File: src/rtl/vx_writeback_arb.sv
// vx_writeback_arb: round-robin writeback arbiter for the execute-stage
// commit streams (ALU=0, LD=1, ST=2, CSR=3, FPU=4, GPU=5). One register-
// writing result is granted per cycle to the registered writeback port.
// Non-writing results retire freely. The number of eop packets accepted
// each cycle is reported, registered, to the CSR unit.
// Optional feature macro: VX_WB_BACKPRESSURE_EN adds the wb_ready input and
// turns the output register into a 2-entry skid buffer.
module vx_writeback_arb #(
  parameter int NUM_SRCS    = 6,
  parameter int NUM_THREADS = 4,
  parameter int NW_BITS     = 2,
  parameter int NR_BITS     = 5
) (
  input  logic                              clk,
  input  logic                              reset,
  input  logic [NUM_SRCS-1:0]               cmt_valid,
  output logic [NUM_SRCS-1:0]               cmt_ready,
  input  logic [NUM_SRCS*NW_BITS-1:0]       cmt_wid,
  input  logic [NUM_SRCS*NUM_THREADS-1:0]   cmt_tmask,
  input  logic [NUM_SRCS*32-1:0]            cmt_pc,
  input  logic [NUM_SRCS*NR_BITS-1:0]       cmt_rd,
  input  logic [NUM_SRCS-1:0]               cmt_wb,
  input  logic [NUM_SRCS-1:0]               cmt_eop,
  input  logic [NUM_SRCS*NUM_THREADS*32-1:0] cmt_data,
`ifdef VX_WB_BACKPRESSURE_EN
  input  logic                              wb_ready,
`endif
  output logic                              wb_valid,
  output logic [NW_BITS-1:0]                wb_wid,
  output logic [NUM_THREADS-1:0]            wb_tmask,
  output logic [31:0]                       wb_pc,
  output logic [NR_BITS-1:0]                wb_rd,
  output logic [NUM_THREADS*32-1:0]         wb_data,
  output logic                              wb_eop,
  output logic                              cmt_csr_valid,
  output logic [$clog2(NUM_SRCS+1)-1:0]     cmt_csr_size
);

  // Handshake: a source packet transfers on a rising edge where
  // cmt_valid[i] & cmt_ready[i]; the source holds its fields stable while
  // valid & !ready. On the writeback side (backpressure build) an entry
  // leaves on an edge where wb_valid & wb_ready.

  localparam int PW = (NUM_SRCS > 1) ? $clog2(NUM_SRCS) : 1;
  localparam int CW = $clog2(NUM_SRCS + 1);
  localparam int DW = NUM_THREADS * 32;

  typedef struct packed {
    logic [NW_BITS-1:0]     wid;
    logic [NUM_THREADS-1:0] tmask;
    logic [31:0]            pc;
    logic [NR_BITS-1:0]     rd;
    logic [DW-1:0]          data;
    logic                   eop;
  } entry_t;

  logic [PW-1:0] last;
  logic [PW-1:0] grant_idx;
  logic          grant_found;
  logic          slot_accept;
  logic          grant_fire;
  entry_t        sel;
  logic [CW-1:0] eop_cnt;

  // Round-robin search starting one past the last granted writer.
  always_comb begin
    grant_found = 1'b0;
    grant_idx   = '0;
    for (int k = 1; k <= NUM_SRCS; k++) begin
      if (!grant_found && cmt_valid[(int'(last) + k) % NUM_SRCS]
          && cmt_wb[(int'(last) + k) % NUM_SRCS]) begin
        grant_found = 1'b1;
        grant_idx   = PW'((int'(last) + k) % NUM_SRCS);
      end
    end
  end

  // Mux the granted source's fields into an output entry.
  always_comb begin
    sel = '0;
    for (int i = 0; i < NUM_SRCS; i++) begin
      if (i == int'(grant_idx)) begin
        sel.wid   = cmt_wid[i*NW_BITS +: NW_BITS];
        sel.tmask = cmt_tmask[i*NUM_THREADS +: NUM_THREADS];
        sel.pc    = cmt_pc[i*32 +: 32];
        sel.rd    = cmt_rd[i*NR_BITS +: NR_BITS];
        sel.data  = cmt_data[i*DW +: DW];
        sel.eop   = cmt_eop[i];
      end
    end
  end

  assign grant_fire = !reset && grant_found && slot_accept;

  // Ready per source and count of eop packets accepted this cycle.
  always_comb begin
    cmt_ready = '0;
    eop_cnt   = '0;
    for (int i = 0; i < NUM_SRCS; i++) begin
      cmt_ready[i] = !reset && cmt_valid[i]
                     && (!cmt_wb[i] || (grant_fire && (i == int'(grant_idx))));
      if (cmt_ready[i] && cmt_eop[i])
        eop_cnt = eop_cnt + CW'(1);
    end
  end

  // Pointer advances only when a writer grant is actually accepted.
  always_ff @(posedge clk or posedge reset) begin
    if (reset)           last <= '0;
    else if (grant_fire) last <= grant_idx;
  end

  // Registered retire count for the CSR unit.
  always_ff @(posedge clk or posedge reset) begin
    if (reset) begin
      cmt_csr_valid <= 1'b0;
      cmt_csr_size  <= '0;
    end else begin
      cmt_csr_valid <= (eop_cnt != '0);
      cmt_csr_size  <= eop_cnt;
    end
  end

  entry_t head;

`ifdef VX_WB_BACKPRESSURE_EN
  entry_t     ent1;
  logic [1:0] cnt;
  logic       pop;

  // Accept a writer unless both entries are full and nothing drains.
  assign slot_accept = (cnt != 2'd2) || wb_ready;
  assign pop         = (cnt != 2'd0) && wb_ready;
  assign wb_valid    = (cnt != 2'd0);

  // Two-entry skid buffer; head is the presented writeback entry.
  always_ff @(posedge clk or posedge reset) begin
    if (reset) begin
      cnt  <= 2'd0;
      head <= '0;
      ent1 <= '0;
    end else begin
      if (pop && grant_fire) begin
        if (cnt == 2'd1) begin
          head <= sel;
        end else begin
          head <= ent1;
          ent1 <= sel;
        end
      end else if (pop) begin
        head <= ent1;
        cnt  <= cnt - 2'd1;
      end else if (grant_fire) begin
        if (cnt == 2'd0) head <= sel;
        else             ent1 <= sel;
        cnt <= cnt + 2'd1;
      end
    end
  end
`else
  logic head_v;

  assign slot_accept = 1'b1;
  assign wb_valid    = head_v;

  // Single output register, loaded on every accepted writer grant.
  always_ff @(posedge clk or posedge reset) begin
    if (reset) begin
      head_v <= 1'b0;
      head   <= '0;
    end else begin
      head_v <= grant_fire;
      if (grant_fire) head <= sel;
    end
  end
`endif

  assign wb_wid   = head.wid;
  assign wb_tmask = head.tmask;
  assign wb_pc    = head.pc;
  assign wb_rd    = head.rd;
  assign wb_data  = head.data;
  assign wb_eop   = head.eop;

endmodule

File: config.mk
export PLATFORM = sky130hd
export DESIGN_NAME = vx_writeback_arb
export DESIGN_NICKNAME = d
export VERILOG_FILES = /design/src/rtl/vx_writeback_arb.sv
export SDC_FILE = /design/constraint.sdc
export NUM_CORES = 1
export LEC_CHECK = 0
export ABC_AREA = 1
export BUFFER_PORTS_ARGS = -buffer_cell sky130_fd_sc_hd__buf_4
export CORE_AREA = 8 8 467 469
export DETAILED_ROUTE_END_ITERATION = 10
export DIE_AREA = 0 0 475 477
export GPL_ROUTABILITY_DRIVEN = 0
export GPL_TIMING_DRIVEN = 1
export SETUP_SLACK_MARGIN = 0.4
export SLEW_MARGIN = 0
export SYNTH_ARGS = -nofsm -noshare
export SYNTH_HDL_FRONTEND = slang
export SYNTH_SLANG_ARGS = --single-unit
File: constraint.sdc
create_clock -name clk -period 11.91 [get_ports clk]
set_input_delay 1.191 -clock clk [delete_from_list [all_inputs] [get_ports clk]]
set_output_delay 1.191 -clock clk [all_outputs]
set_load 0.03 [all_outputs]
# Yosys cells after proc, flatten, opt, wreduce, memory -nomap -nowiden
# Cells that the tools add are included.
[word_totals] latch_bits=0 mem_bits_ro=0 regBits=180 out_inout_bits=183 elab_cells=154 ram_bits=0 n_memories=0
[op_classes] n_reduce_logical=56 shifts=0 n_mul=0 n_mux=60 div_mod_pow=6 add_sub_neg=11 magnitude_cmp=6 n_eq_ne=5 n_bitwise=0
[op_table] op="two-way mux 172 bit" count=6
[op_table] op="less-than comparator 32 x 5 -> 1 bit, second input constant" count=6
[op_table] op="modulo 32 x 4 -> 32 bit, second input constant" count=6
[op_table] op="binary-select mux 1 bit (select 3 bit)" count=12
[op_table] op="logical AND 1 bit" count=36
[op_table] op="two-way mux 3 bit" count=11
[op_table] op="two-way mux 1 bit" count=31
[op_table] op="adder 3 x 1 -> 3 bit, second input constant" count=5
[op_table] op="adder 3 x 3 -> 4 bit, second input constant" count=3
[op_table] op="equality test 3 bit, first input constant" count=4
[op_table] op="logical NOT 1 bit" count=12
[op_table] op="adder 3 x 2 -> 4 bit, second input constant" count=2
[op_table] op="logical OR 1 bit" count=6
[op_table] op="adder 3 x 1 -> 4 bit, second input constant" count=1
[op_table] op="equality test 2 x 3 -> 1 bit, first input constant" count=1
[op_table] op="logical NOT 3 bit" count=1
[op_table] op="nonzero test 3 bit" count=1

# Depth between registers and ports, before layout
# Gate-level depths: netlist of run 1.
[depth] depth_word=44 depth_mapped=52

# Worst setup path before layout of run 1
# OpenSTA, ideal clock, no wires.
[synth_path] path_type="input -> register" startpoint="input port reset" endpoint="register cmt_csr_valid" n_path_buf=0 stages=27 setup_slack_ns=3.293 t_required_ns=11.791 t_arrival_ns=8.498 cell_sequence="inv_1 nand2_2 o21ai_1 nand2_1 nor2_1 nand2_1 inv_1 ha_1 inv_1 nand2_2 nand2_2 inv_1 ha_1 nand2_1 nand2_1 ha_1 or2_1 and2_1 ha_1 nand4_1 nand2_1 nand2_1 nand2_1 nand2_1 inv_2 nor2_1 nand2_1"
[synth_lines] element="start: declaration" line="15" text="input logic reset,"
[synth_lines] element="logical NOT 1 bit (no line) *"
[synth_lines] element="logical AND 1 bit" line="93" text="assign grant_fire = !reset && grant_found && slot_accept;"
[synth_lines] element="logical AND 1 bit" line="101" text="&& (!cmt_wb[i] || (grant_fire && (i == int'(grant_idx))));"
[synth_lines] element="logical OR 1 bit" line="101"
[synth_lines] element="logical AND 1 bit *" line="101"
[synth_lines] element="named net cmt_ready[1]" line="17" text="output logic [NUM_SRCS-1:0] cmt_ready,"
[synth_lines] element="logical AND 1 bit *" line="102" text="if (cmt_ready[i] && cmt_eop[i])"
[synth_lines] element="two-way mux 3 bit *" line="102"
[synth_lines] element="[2 not listed]"
[synth_lines] element="adder 3 x 1 -> 3 bit" line="103" text="eop_cnt = eop_cnt + CW'(1);"
[synth_lines] element="two-way mux 3 bit *" line="102"
[synth_lines] element="adder 3 x 1 -> 3 bit" line="103"
[synth_lines] element="two-way mux 3 bit *" line="102"
[synth_lines] element="adder 3 x 1 -> 3 bit" line="103"
[synth_lines] element="two-way mux 3 bit *" line="102"
[synth_lines] element="named net eop_cnt[2]" line="63" text="logic [CW-1:0] eop_cnt;"
[synth_lines] element="nonzero test 3 bit *" line="119" text="cmt_csr_valid <= (eop_cnt != '0);"
[synth_lines] element="end signal: assignment" line="119"
[synth_lines] element="end: declaration" line="35" text="output logic cmt_csr_valid,"
# The timed path passes the listed nets; every way through them passes the cells marked *.
# A chain may end at the register's enable or synchronous reset.

# Final worst setup path of run 1
[layout_path] startpoint="register last[1]" endpoint="register cmt_csr_valid"
[layout_between] elab_chain_len=44
[layout_rtl] element="start: declaration" line="57" text="logic [PW-1:0] last;"
[layout_rtl] element="start signal: assignment" line="110" text="else if (grant_fire) last <= grant_idx;"
[layout_rtl] element="adder 3 x 1 -> 4 bit" line="70, 71, 73"
[layout_rtl] element="modulo 32 x 4 -> 32 bit" line="70, 71, 73"
[layout_rtl] element="binary-select mux 1 bit (select 3 bit), on equally long branches" line="70, 71"
[layout_rtl] element="two-way mux 1 bit, on equally long branches (2 in a row)" line="70, 71"
[layout_rtl] element="logical AND 1 bit" line="71" text="&& cmt_wb[(int'(last) + k) % NUM_SRCS]) begin"
[layout_rtl] element="two-way mux 1 bit" line="70" text="if (!grant_found && cmt_valid[(int'(last) + k) % NUM_SRCS]"
[layout_rtl] element="logical NOT 1 bit" line="70"
[layout_rtl] element="logical AND 1 bit" line="70"
[layout_rtl] element="[28 not listed]"
[layout_rtl] element="adder 3 x 1 -> 3 bit" line="103"
[layout_rtl] element="two-way mux 3 bit" line="102"
[layout_rtl] element="adder 3 x 1 -> 3 bit" line="103"
[layout_rtl] element="two-way mux 3 bit" line="102"
[layout_rtl] element="adder 3 x 1 -> 3 bit" line="103"
[layout_rtl] element="two-way mux 3 bit *" line="102"
[layout_rtl] element="named net eop_cnt[2]" line="63"
[layout_rtl] element="nonzero test 3 bit *" line="119"
# The timed path passes the listed nets; every way through them passes the cells marked *. The select of a mux whose other input is x is not followed.

==> metrics.json, run 1 <==
{
  "route.detailed.vias_per_inst": {"value": 3.42},
  "synth.top_cells.by_count": {"value": "978 x sky130_fd_sc_hd__nand2_1, 392 x sky130_fd_sc_hd__nand3_1, 208 x sky130_fd_sc_hd__inv_1"},
  "clock_tree.buffer_depth": {"value": 2},
  "post_cts_buffers": {"value": 0},
  "design.die.area": {"value": 227000, "unit": "µm²"},
  "synthDominantCellAreaShare": {"value": 28.1, "unit": "%"},
  "detailroute.via_count": {"value": 21900},
  "postSynthCellCount": {"value": 2398},
  "synth_top_flop_cell": {"value": "sky130_fd_sc_hd__dfrtp_1"},
  "postCtsResizedCells": {"value": 0},
  "rsz_0062_raised_after_global_routing": {"value": "false"},
  "async_flop_share": {"value": 100, "unit": "%"},
  "gr-total-overflow": {"value": 0},
  "drt_iter0_drc": {"value": 1295},
  "detail_route.wirelength": {"value": 172000, "unit": "µm"},
  "timing.critical_path.to_type": {"value": "flip-flop"},
  "floorplan.initialDensity": {"value": 7.59, "unit": "%"},
  "synth_largest_area_cell": {"value": "sky130_fd_sc_hd__dfrtp_1"},
  "syn-cell-area": {"value": 16000, "unit": "µm²"},
  "cts_inserted_buffers": {"value": 17},
  "fin_crit_sh": {"value": 58.8, "unit": "%"},
  "cp-start-kind": {"value": "flip-flop"},
  "grtUsageTotal": {"value": 14.5, "unit": "%"},
  "final_layout_size_suffix_gt1_share": {"value": 42.9, "unit": "%"},
  "critPathKind": {"value": "reg2reg"},
  "slew_violations": {"value": 0},
  "syn_nets": {"value": 3459},
  "min-delay-path-class": {"value": "reg2reg"},
  "floorplan.die.width": {"value": 475, "unit": "µm"},
  "ant_nets": {"value": 0},
  "synth_sequential_area_ratio": {"value": 28.1, "unit": "%"},
  "hold_buffers": {"value": 0},
  "timing.slew.headroom": {"value": 23.9, "unit": "%"},
  "drtPass1Iterations": {"value": 5},
  "place_hpwl": {"value": 151000, "unit": "µm"},
  "avgRoutedWirePerCell": {"value": 26.9, "unit": "µm"},
  "area_of_the_core_region": {"value": 211000, "unit": "µm²"},
  "status": {"value": "finished, final reports clean"},
  "first_global_vias": {"value": 22100},
  "insertion_delay": {"value": 550, "unit": "ps"},
  "setup-violations-final": {"value": 0},
  "layout_min_cycle_time": {"value": 7010, "unit": "ps"},
  "drv.max_cap_violation_count": {"value": 0},
  "htree_num_levels": {"value": 4},
  "yosys.cell_types.count": {"value": 42},
  "critPathMostFrequentCell": {"value": "sky130_fd_sc_hd__nand2_1"},
  "post_synth_main_area_contributors": {"value": "sky130_fd_sc_hd__dfrtp_1 28%, sky130_fd_sc_hd__nand2_1 23%, sky130_fd_sc_hd__a221oi_2 15%, sky130_fd_sc_hd__nand3_1 12%, sky130_fd_sc_hd__inv_1 4.9%"},
  "antenna_found_initial": {"value": 135},
  "fin_worst_skew": {"value": 12.5, "unit": "ps"},
  "cpMaxStageDelayCell": {"value": "sky130_fd_sc_hd__buf_4"},
  "crit_fanout": {"value": 84},
  "tritoncts_num_sinks": {"value": 180},
  "timing_worst_slew_pin_value": {"value": 1140, "unit": "ps"},
  "cpPeakStageDelay": {"value": 870, "unit": "ps"},
  "number_of_synthesized_register_bits": {"value": 180},
  "worst_ep_arrival_time": {"value": 7430, "unit": "ps"},
  "die_height": {"value": 477, "unit": "µm"},
  "synth.avg_cell_area": {"value": 6.67, "unit": "µm²"},
  "nets": {"value": 4580},
  "ioPinCount": {"value": 1229},
  "final-hold-violation-count": {"value": 0},
  "syn_to_layout_area_delta": {"value": 80.0, "unit": "%"},
  "synth_warnings": {"value": 0},
  "timing.fmax": {"value": 143, "unit": "MHz"},
  "worst-endpoint-required": {"value": 12340, "unit": "ps"},
  "fin_setup_tns": {"value": 0, "unit": "ps"},
  "yosys.cell_count.top_type": {"value": "sky130_fd_sc_hd__nand2_1"},
  "clock_transition_time_at_the_flip_flop_clock_pins_of_the_worst_setup_and_hold_paths": {"value": 80, "unit": "ps"},
  "cts_root_buffer": {"value": "sky130_fd_sc_hd__clkbuf_16"},
  "drc": {"value": 0},
  "fp-row-count": {"value": 169},
  "tritoncts_clock_tree": {"value": "done"},
  "grt_pass1_wl": {"value": 218000, "unit": "µm"},
  "count_of_buffers_from_port_buffering": {"value": 1228},
  "synth-edff-count": {"value": 0},
  "largest_net_degree_at_the_start_of_global_routing": {"value": 99}
}
-- critical path, delay by kind of cell, from the launching register on --
| kind | cells | cell delay, ps |
|---|---|---|
| compound gates | 3 | 550 |
| fa+ha+maj | 6 | 1650 |
| buf+inv | 7 | 1290 |
| flops | 1 | 470 |
| simple gates | 27 | 2850 |
-- layout by cell type (no fill, tap or decap), types with 2 or more instances in the layout --
cell type / instances
sky130_fd_sc_hd__ha_1: 15
sky130_fd_sc_hd__clkinv_4: 3
sky130_fd_sc_hd__nand2_8: 2
sky130_fd_sc_hd__nor2_2: 3
sky130_fd_sc_hd__nand3_1: 392
sky130_fd_sc_hd__nand4_1: 15
sky130_fd_sc_hd__nor2_4: 6
sky130_fd_sc_hd__nand2_1: 978
sky130_fd_sc_hd__buf_4: 1253
sky130_fd_sc_hd__inv_8: 5
sky130_fd_sc_hd__dfrtp_1: 180
sky130_fd_sc_hd__a21oi_1: 4
sky130_fd_sc_hd__a221oi_2: 164
sky130_fd_sc_hd__a21oi_4: 2
sky130_fd_sc_hd__o21ai_1: 9
sky130_fd_sc_hd__a21oi_2: 3
sky130_fd_sc_hd__and2_1: 2
sky130_fd_sc_hd__a221oi_1: 3
sky130_fd_sc_hd__clkinvlp_4: 3
sky130_fd_sc_hd__diode_2: 45
sky130_fd_sc_hd__inv_2: 15
sky130_fd_sc_hd__o21ai_0: 10
sky130_fd_sc_hd__clkbuf_1: 3
sky130_fd_sc_hd__o221ai_1: 5
sky130_fd_sc_hd__inv_1: 207
sky130_fd_sc_hd__nand2_2: 15
sky130_fd_sc_hd__clkbuf_16: 17
sky130_fd_sc_hd__nand3_2: 8
sky130_fd_sc_hd__inv_6: 2
sky130_fd_sc_hd__nor2_1: 188
-- flip-flops by register name, indices dropped and copies added (netlist names) --
name,cells
wb_valid,1
wb_tmask,4
wb_pc,32
cmt_csr_size,3
wb_rd,5
wb_wid,2
cmt_csr_valid,1
last,3
wb_eop,1
wb_data,128
-- metal layers --
metal	up-vias	wire length [µm]	global-route usage, %
li1	10200	-	-
met2	1141	86700	26.0
met1	10200	58800	14.3
met4	100	5290	4.30
met5	-	663	0
met3	271	20900	7.88
-- cell families after synthesis --
logic type	Yosys count	share of synthesized area (%)
simple gates	1615	42.5
fa+ha+maj	15	1.17
buf+inv	381	10.8
flops	180	28.1
compound gates	206	17.3
xor+xnor	1	0.0547
-- path summary, 6_finish.rpt --
check	start	to	slack, ps	cells after the start
min in group asynchronous	reset	wb_pc[15]	770	2
max in group asynchronous	reset	wb_data[46]	9320	4
worst max-delay path	last[1]	cmt_csr_valid	4900	43
worst min-delay path	wb_data[58]	wb_data[58]	500	2
worst max register to register	last[1]	cmt_csr_valid	4900	43
worst min register to register	wb_data[58]	wb_data[58]	500	2
-- cell type report --
type                            count  area, µm²
Fill cell                       24600     182000
Multi-Input combinational cell   1837       9790
Timing Repair Buffer             1254       9430
Sequential cell                   180       4500
Tap cell                         2821       3530
Inverter                          229        900
Clock buffer                       21        450
Antenna cell                       45        113
Clock inverter                     10        101
-- metrics by stage --
step	worst slack (ps)	hold slack [ps]	utilization, %	cell area (µm²)	instances
after global routing	4250	518	13.6	28800	6373
after global placement	4930	479	13.4	28100	6321
final	4900	496	13.7	28800	6397
after detailed placement	4860	484	13.4	28100	6321
after floorplan	3290	573	-	16000	2398
after CTS	4840	504	13.6	28700	6352
Power of run 1 is not shown: default switching activity piles up to over one toggle a cycle in this logic, so the estimate is an artifact.
==> run 2: changes to the inputs <==
CORE_AREA = 8 8 471 473   (was 8 8 467 469)
DIE_AREA = 0 0 479 481   (was 0 0 475 477)
clock period = 5.6 ns   (was 11.91 ns; I/O delays follow)
==> run 2 against run 1 <==
Critical path depth up 2; non-clock buffer count increased by 83; largest cell class is now non-clock buffers; highest routed layer unchanged; core utilization rose by 0.36 points; hold slack got worse by 280 ps.
==> metrics.json, run 2 (synthesis results as in run 1) <==
{
  "highest_count_cells_in_the_layout_ignoring_fill_and_taps": {"value": "1320 x sky130_fd_sc_hd__buf_4, 959 x sky130_fd_sc_hd__nand2_1, 388 x sky130_fd_sc_hd__nand3_1, 199 x sky130_fd_sc_hd__inv_1, 182 x sky130_fd_sc_hd__nor2_1", "change": "was 1253 x sky130_fd_sc_hd__buf_4, 978 x sky130_fd_sc_hd__nand2_1, 392 x sky130_fd_sc_hd__nand3_1, 207 x sky130_fd_sc_hd__inv_1, 188 x sky130_fd_sc_hd__nor2_1"},
  "path_delay_family": {"value": "simple AND/OR/NAND/NOR gates", "change": "unchanged"},
  "clock_transition_time_at_the_flip_flop_clock_pins_of_the_worst_setup_and_hold_paths": {"value": 130, "unit": "ps", "change": "was 80 ps"},
  "timing.slew.headroom": {"value": 42.3, "unit": "%", "change": "was 23.9%"},
  "place_hpwl": {"value": 150000, "unit": "µm", "change": "was 151000 µm"},
  "detail_route.wirelength": {"value": 171000, "unit": "µm", "change": "was 172000 µm"},
  "grt_pass1_wl": {"value": 214000, "unit": "µm", "change": "was 218000 µm"},
  "critPathMostFrequentCell": {"value": "sky130_fd_sc_hd__nand2_2", "change": "was sky130_fd_sc_hd__nand2_1"},
  "cts_inserted_buffers": {"value": 17, "change": "unchanged"},
  "critPathBufInv": {"value": 6, "change": "was 7"},
  "min-delay-path-class": {"value": "in2reg", "change": "was reg2reg"},
  "drc": {"value": 0, "change": "unchanged"},
  "antenna_found_initial": {"value": 108, "change": "was 135"},
  "floorplan.die.width": {"value": 479, "unit": "µm", "change": "was 475 µm"},
  "insertion_delay": {"value": 550, "unit": "ps", "change": "about the same"},
  "timing_worst_slew_pin_value": {"value": 866, "unit": "ps", "change": "was 1140 ps"},
  "mostFrequentLayoutCell": {"value": "sky130_fd_sc_hd__buf_4", "change": "unchanged"},
  "critPathKind": {"value": "reg2reg", "change": "unchanged"},
  "setup-violations-final": {"value": 0, "change": "unchanged"},
  "clock_tree.buffer_depth": {"value": 2, "change": "unchanged"},
  "design.die.area": {"value": 230000, "unit": "µm²", "change": "was 227000 µm²"},
  "ioPinCount": {"value": 1229, "change": "unchanged"},
  "worst-endpoint-required": {"value": 6000, "unit": "ps", "change": "was 12340 ps"},
  "hold-worst-slack": {"value": 218, "unit": "ps", "change": "was 496 ps"},
  "ant_nets": {"value": 0, "change": "unchanged"},
  "syn_to_layout_area_delta": {"value": 87.4, "unit": "%", "change": "was 80.0%"},
  "tritoncts_num_sinks": {"value": 180, "change": "unchanged"},
  "drtPass1Iterations": {"value": 6, "change": "was 5"},
  "htree_num_levels": {"value": 4, "change": "unchanged"},
  "largest_net_degree_at_the_start_of_global_routing": {"value": 91, "change": "was 99"},
  "cpPeakStageDelay": {"value": 470, "unit": "ps", "change": "was 870 ps"},
  "final_layout_size_suffix_gt1_share": {"value": 45.7, "unit": "%", "change": "was 42.9%"},
  "avgRoutedWirePerCell": {"value": 26.3, "unit": "µm", "change": "was 26.9 µm"},
  "fin_worst_skew": {"value": 30.3, "unit": "ps", "change": "was 12.5 ps"},
  "n_fill_cell": {"value": 24900, "change": "was 24600"},
  "rsz_0062_raised_after_global_routing": {"value": "true", "change": "was false"},
  "tritoncts_clock_tree": {"value": "done", "change": "unchanged"},
  "gr-total-overflow": {"value": 0, "change": "unchanged"},
  "cp-start-kind": {"value": "flip-flop", "change": "unchanged"},
  "slew_violations": {"value": 0, "change": "unchanged"},
  "nets": {"value": 4663, "change": "was 4580"},
  "worst_ep_arrival_time": {"value": 5700, "unit": "ps", "change": "was 7430 ps"},
  "flip_flop_count_of_the_largest_register_all_copies_and_words_added": {"value": 128, "change": "unchanged"},
  "finish.cell_count_without_fillers": {"value": 6490, "change": "was 6397"},
  "area_of_the_core_region": {"value": 214000, "unit": "µm²", "change": "was 211000 µm²"},
  "final-hold-violation-count": {"value": 0, "change": "unchanged"},
  "hold_buffers": {"value": 0, "change": "unchanged"},
  "route.detailed.vias_per_inst": {"value": 3.46, "change": "was 3.42"},
  "detailroute.via_count": {"value": 22500, "change": "was 21900"},
  "crit_fanout": {"value": 6, "change": "was 84"},
  "drt_iter0_drc": {"value": 1369, "change": "was 1295"},
  "timing.fmax": {"value": 189, "unit": "MHz", "change": "was 143 MHz"},
  "timing.critical_path.to_type": {"value": "flip-flop", "change": "unchanged"},
  "floorplan.initialDensity": {"value": 7.49, "unit": "%", "change": "was 7.59%"},
  "layout_min_cycle_time": {"value": 5300, "unit": "ps", "change": "was 7010 ps"},
  "grtUsageTotal": {"value": 14.0, "unit": "%", "change": "was 14.5%"},
  "die_height": {"value": 481, "unit": "µm", "change": "was 477 µm"},
  "cpMaxStageDelayCell": {"value": "sky130_fd_sc_hd__dfrtp_2", "change": "was sky130_fd_sc_hd__buf_4"},
  "status": {"value": "finished, final reports clean", "change": "unchanged"},
  "place.detailed.instances": {"value": 6388, "change": "was 6321"},
  "drv.max_cap_violation_count": {"value": 0, "change": "unchanged"},
  "first_global_vias": {"value": 22500, "change": "was 22100"},
  "fp-row-count": {"value": 170, "change": "was 169"},
  "count_of_buffers_from_port_buffering": {"value": 1228, "change": "unchanged"},
  "cts_root_buffer": {"value": "sky130_fd_sc_hd__clkbuf_16", "change": "unchanged"},
  "fin_crit_sh": {"value": 94.6, "unit": "%", "change": "was 58.8%"}
}
## run 2: cell types whose count changed in the layout (fill, tap and decap cells not counted), moves of 10 or more
cell | previous run | this run
sky130_fd_sc_hd__buf_4 | 1253 | 1320
sky130_fd_sc_hd__nand2_2 | 15 | 30
sky130_fd_sc_hd__buf_12 | 1 | 15
sky130_fd_sc_hd__nand2_1 | 978 | 959
sky130_fd_sc_hd__ha_1 | 15 | 5
sky130_fd_sc_hd__ha_4 | 0 | 10
## run 2: final timing paths
path / from / endpoint / slack, ps / cells after the start
worst min-delay path: cmt_data[709] / wb_data[69] / 220 / 3
min in group asynchronous: reset / wb_valid / 310 / 3
worst max register to register: last[1] / cmt_csr_valid / 300 / 45
worst min register to register: wb_pc[27] / wb_pc[27] / 500 / 2
max in group asynchronous: reset / wb_data[80] / 3980 / 4
worst max-delay path: last[1] / cmt_csr_valid / 300 / 45
## run 2: final cells by class
| type | instances | area [µm²] | area share [%] |
|---|---|---|---|
| timing repair buffer | 1337 | 10200 | 34.1 |
| multi-input combinational | 1837 | 10100 | 33.7 |
| sequential | 180 | 4510 | 15.0 |
| tap | 2838 | 3550 | 11.8 |
| inverter | 229 | 906 | 3.02 |
| clock buffer | 18 | 429 | 1.43 |
| clock inverter | 14 | 160 | 0.534 |
| antenna | 37 | 92.6 | 0.309 |
## run 2: routing by layer
layer / wire, µm / vias to the layer above / track usage, % / share of wire (%)
li1: - / 10300 / - / -
met1: 62100 / 10500 / 14.9 / 36
met2: 80300 / 1315 / 23.2 / 47
met3: 18500 / 286 / 6.19 / 11
met4: 9520 / 40 / 7.55 / 5.6
met5: 268 / - / 0 / 0.16
## run 2: per-stage QoR
stage	area (µm²)	setup WS (ps)	setup TNS [ps]	utilization, %
finish	30000	304	0	14.0
global placement	28800	-5.38	-5.38	13.5
detailed placement	28800	-139	-139	13.5
global route	30000	-1.00	-1.00	14.0
CTS	29700	335	0	13.9
floorplan	16100	-745	-1810	-
## run 2: worst min-delay path, stage by stage
cell	delay [ps]
sky130_fd_sc_hd__buf_4	80
sky130_fd_sc_hd__nand2_1	40
sky130_fd_sc_hd__nand3_1	70
## run 2: repair_timing
action,in CTS,in global routing
buffers inserted,24,9
gates resized for setup,51,22
endpoints found under the setup margin,3,4
pin swaps,47,42
Power of run 2 is left out for the same reason.
==> run 3: changes to the inputs <==
CAP_MARGIN = 20   (was default)
CORE_AREA = 2 2 479 481   (was 8 8 471 473)
DIE_AREA = 0 0 481 483   (was 0 0 479 481)
SETUP_SLACK_MARGIN = 0.02   (was 0.4)
==> run 3 against run 2 <==
Clock-buffer cell count unchanged; maximum frequency down 0.79%; final cell count up 2.8%; non-clock buffer count down 19; clock skew down 17 ps; cell area up 0.32%; via count up 1.5%; critical path depth down 1; first-iteration DRC count up 1.7%; core utilization down 0.77 points; global-route usage down 0.12 points; critical path type unchanged; critical endpoint unchanged; highest routed layer unchanged.
==> metrics.json, run 3 (synthesis results as in run 1) <==
{
  "status": {"value": "finished, final reports clean", "change": "unchanged"},
  "tritoncts_num_sinks": {"value": 180, "change": "unchanged"},
  "finish.cell_count_without_fillers": {"value": 6674, "change": "was 6490"},
  "cts_root_buffer": {"value": "sky130_fd_sc_hd__clkbuf_16", "change": "unchanged"},
  "syn_to_layout_area_delta": {"value": 88.0, "unit": "%", "change": "was 87.4%"},
  "place_ws": {"value": -25.7, "unit": "ps", "change": "was -139 ps"},
  "clock_tree.buffer_depth": {"value": 2, "change": "unchanged"},
  "critPathMostFrequentCell": {"value": "sky130_fd_sc_hd__nand2_1", "change": "was sky130_fd_sc_hd__nand2_2"},
  "htree_num_levels": {"value": 4, "change": "unchanged"},
  "timing.slew.headroom": {"value": 36.2, "unit": "%", "change": "was 42.3%"},
  "highest_count_cells_in_the_layout_ignoring_fill_and_taps": {"value": "1305 x sky130_fd_sc_hd__buf_4, 958 x sky130_fd_sc_hd__nand2_1, 386 x sky130_fd_sc_hd__nand3_1, 201 x sky130_fd_sc_hd__inv_1, 179 x sky130_fd_sc_hd__nor2_1", "change": "was 1320 x sky130_fd_sc_hd__buf_4, 959 x sky130_fd_sc_hd__nand2_1, 388 x sky130_fd_sc_hd__nand3_1, 199 x sky130_fd_sc_hd__inv_1, 182 x sky130_fd_sc_hd__nor2_1"},
  "floorplan.initialDensity": {"value": 7.06, "unit": "%", "change": "was 7.49%"},
  "drt_iter0_drc": {"value": 1392, "change": "was 1369"},
  "multi_input_area": {"value": 10100, "unit": "µm²", "change": "about the same"},
  "slew_violations": {"value": 0, "change": "unchanged"},
  "cp-start-kind": {"value": "flip-flop", "change": "unchanged"},
  "hold_buffers": {"value": 0, "change": "unchanged"},
  "critPathBufInv": {"value": 5, "change": "was 6"},
  "ant_nets": {"value": 0, "change": "unchanged"},
  "r2r_cells": {"value": 44, "change": "was 45"},
  "area_of_the_core_region": {"value": 227000, "unit": "µm²", "change": "was 214000 µm²"},
  "crit_fanout": {"value": 6, "change": "unchanged"},
  "fin_setup_tns": {"value": 0, "unit": "ps", "change": "unchanged"},
  "fp-row-count": {"value": 175, "change": "was 170"},
  "layout_min_cycle_time": {"value": 5340, "unit": "ps", "change": "was 5300 ps"},
  "min-delay-path-class": {"value": "in2reg", "change": "unchanged"},
  "path_delay_family": {"value": "simple AND/OR/NAND/NOR gates", "change": "unchanged"},
  "drc": {"value": 0, "change": "unchanged"},
  "nets": {"value": 4644, "change": "was 4663"},
  "cpMaxStageDelayCell": {"value": "sky130_fd_sc_hd__dfrtp_2", "change": "unchanged"},
  "timing.critical_path.to_type": {"value": "flip-flop", "change": "unchanged"},
  "design.die.area": {"value": 232000, "unit": "µm²", "change": "was 230000 µm²"},
  "hold_depth": {"value": 3, "change": "unchanged"},
  "flip_flop_count_of_the_largest_register_all_copies_and_words_added": {"value": 128, "change": "unchanged"},
  "drtPass1Iterations": {"value": 5, "change": "was 6"},
  "fin_worst_skew": {"value": 13.0, "unit": "ps", "change": "was 30.3 ps"},
  "count_of_buffers_from_port_buffering": {"value": 1228, "change": "unchanged"},
  "largest_net_degree_at_the_start_of_global_routing": {"value": 99, "change": "was 91"},
  "area.sequential": {"value": 4510, "unit": "µm²", "change": "about the same"},
  "critPathKind": {"value": "reg2reg", "change": "unchanged"},
  "grt_pass1_wl": {"value": 210000, "unit": "µm", "change": "was 214000 µm"},
  "ioPinCount": {"value": 1229, "change": "unchanged"},
  "grtUsageTotal": {"value": 13.8, "unit": "%", "change": "was 14.0%"},
  "floorplan.die.width": {"value": 481, "unit": "µm", "change": "was 479 µm"},
  "mostFrequentLayoutCell": {"value": "sky130_fd_sc_hd__buf_4", "change": "unchanged"},
  "tritoncts_clock_tree": {"value": "done", "change": "unchanged"},
  "cpPeakStageDelay": {"value": 480, "unit": "ps", "change": "was 470 ps"},
  "final-hold-violation-count": {"value": 0, "change": "unchanged"},
  "route.detailed.vias_per_inst": {"value": 3.42, "change": "was 3.46"},
  "detailroute.via_count": {"value": 22800, "change": "was 22500"},
  "antenna_found_initial": {"value": 145, "change": "was 108"},
  "avgRoutedWirePerCell": {"value": 25.2, "unit": "µm", "change": "was 26.3 µm"},
  "timing.final.ws_setup": {"value": 261, "unit": "ps", "change": "was 304 ps"},
  "first_global_vias": {"value": 21800, "change": "was 22500"},
  "gr-total-overflow": {"value": 0, "change": "unchanged"},
  "n_fill_cell": {"value": 26500, "change": "was 24900"},
  "setup-violations-final": {"value": 0, "change": "unchanged"},
  "insertion_delay": {"value": 560, "unit": "ps", "change": "was 550 ps"},
  "place_hpwl": {"value": 146000, "unit": "µm", "change": "was 150000 µm"},
  "drv.max_cap_violation_count": {"value": 0, "change": "unchanged"},
  "fin_crit_sh": {"value": 95.3, "unit": "%", "change": "was 94.6%"},
  "die_height": {"value": 483, "unit": "µm", "change": "was 481 µm"},
  "place.detailed.instances": {"value": 6559, "change": "was 6388"},
  "clock_transition_time_at_the_flip_flop_clock_pins_of_the_worst_setup_and_hold_paths": {"value": 100, "unit": "ps", "change": "was 130 ps"},
  "cts_inserted_buffers": {"value": 17, "change": "unchanged"},
  "hold-worst-slack": {"value": 209, "unit": "ps", "change": "was 218 ps"},
  "path_depth": {"value": 44, "change": "was 45"},
  "detail_route.wirelength": {"value": 168000, "unit": "µm", "change": "was 171000 µm"},
  "timing.fmax": {"value": 187, "unit": "MHz", "change": "was 189 MHz"},
  "worst-endpoint-required": {"value": 6050, "unit": "ps", "change": "was 6000 ps"},
  "worst_ep_arrival_time": {"value": 5790, "unit": "ps", "change": "was 5700 ps"},
  "final_layout_size_suffix_gt1_share": {"value": 45.5, "unit": "%", "change": "was 45.7%"},
  "timing_worst_slew_pin_value": {"value": 957, "unit": "ps", "change": "was 866 ps"}
}
## run 3: cell types whose count changed in the layout (fill, tap and decap cells not counted), moves of 3 or more
cell | before | now
sky130_fd_sc_hd__nor2_1 | 182 | 179
sky130_fd_sc_hd__buf_12 | 15 | 12
sky130_fd_sc_hd__diode_2 | 37 | 69
sky130_fd_sc_hd__buf_4 | 1320 | 1305
sky130_fd_sc_hd__nor2_2 | 2 | 5
sky130_fd_sc_hd__clkinv_8 | 4 | 0
## run 3: worst paths after layout
kind,start,end,slack (ps)
worst max-delay path,last[1],cmt_csr_valid,260
worst min-delay path,cmt_data[709],wb_data[69],210
worst max register to register,last[1],cmt_csr_valid,260
worst min register to register,wb_data[85],wb_data[85],500
max in group asynchronous,reset,wb_data[88],3970
min in group asynchronous,reset,wb_valid,330
## run 3: timing repair
action / in CTS / in global routing
setup endpoints to repair: 1 / 3
setup buffers: 1 / 13
pin swaps: 0 / 50
gates cloned: 0 / 0
gates resized for setup: 1 / 72
## run 3: through the flow
| step | utilization (%) | area (µm²) |
|---|---|---|
| 5_1_grt | 13.2 | 30000 |
| 3_5_place_dp | 12.8 | 28900 |
| 4_1_cts | 13.0 | 29500 |
| 2_1_floorplan | - | 16100 |
| 3_3_place_gp | 12.8 | 28900 |
| 6_report | 13.3 | 30100 |
## run 3: metal layers
layer	GRT usage [%]	up-vias	part of all wire, %
met3	8.34	363	14
met1	13.6	10600	34
met5	0	-	0.31
met4	8.23	80	6.4
li1	-	10300	-
met2	22.3	1370	46
## run 3: worst min-delay path: stages
cell and delay (ps):
sky130_fd_sc_hd__buf_4 70, sky130_fd_sc_hd__nand2_1 40, sky130_fd_sc_hd__nand3_1 60
## run 3: area by class of cell
class                   count  share of cell area (%)
multi-input cells        1837                    33.6
flip-flops and latches    180                    15.0
repair buffers           1318                    33.4
well taps                3009                    12.5
clock buffers              18                    1.43
diodes                     69                   0.574
clock inverters            14                   0.474
inverters                 229                    3.00
Power of run 3 is left out for the same reason.
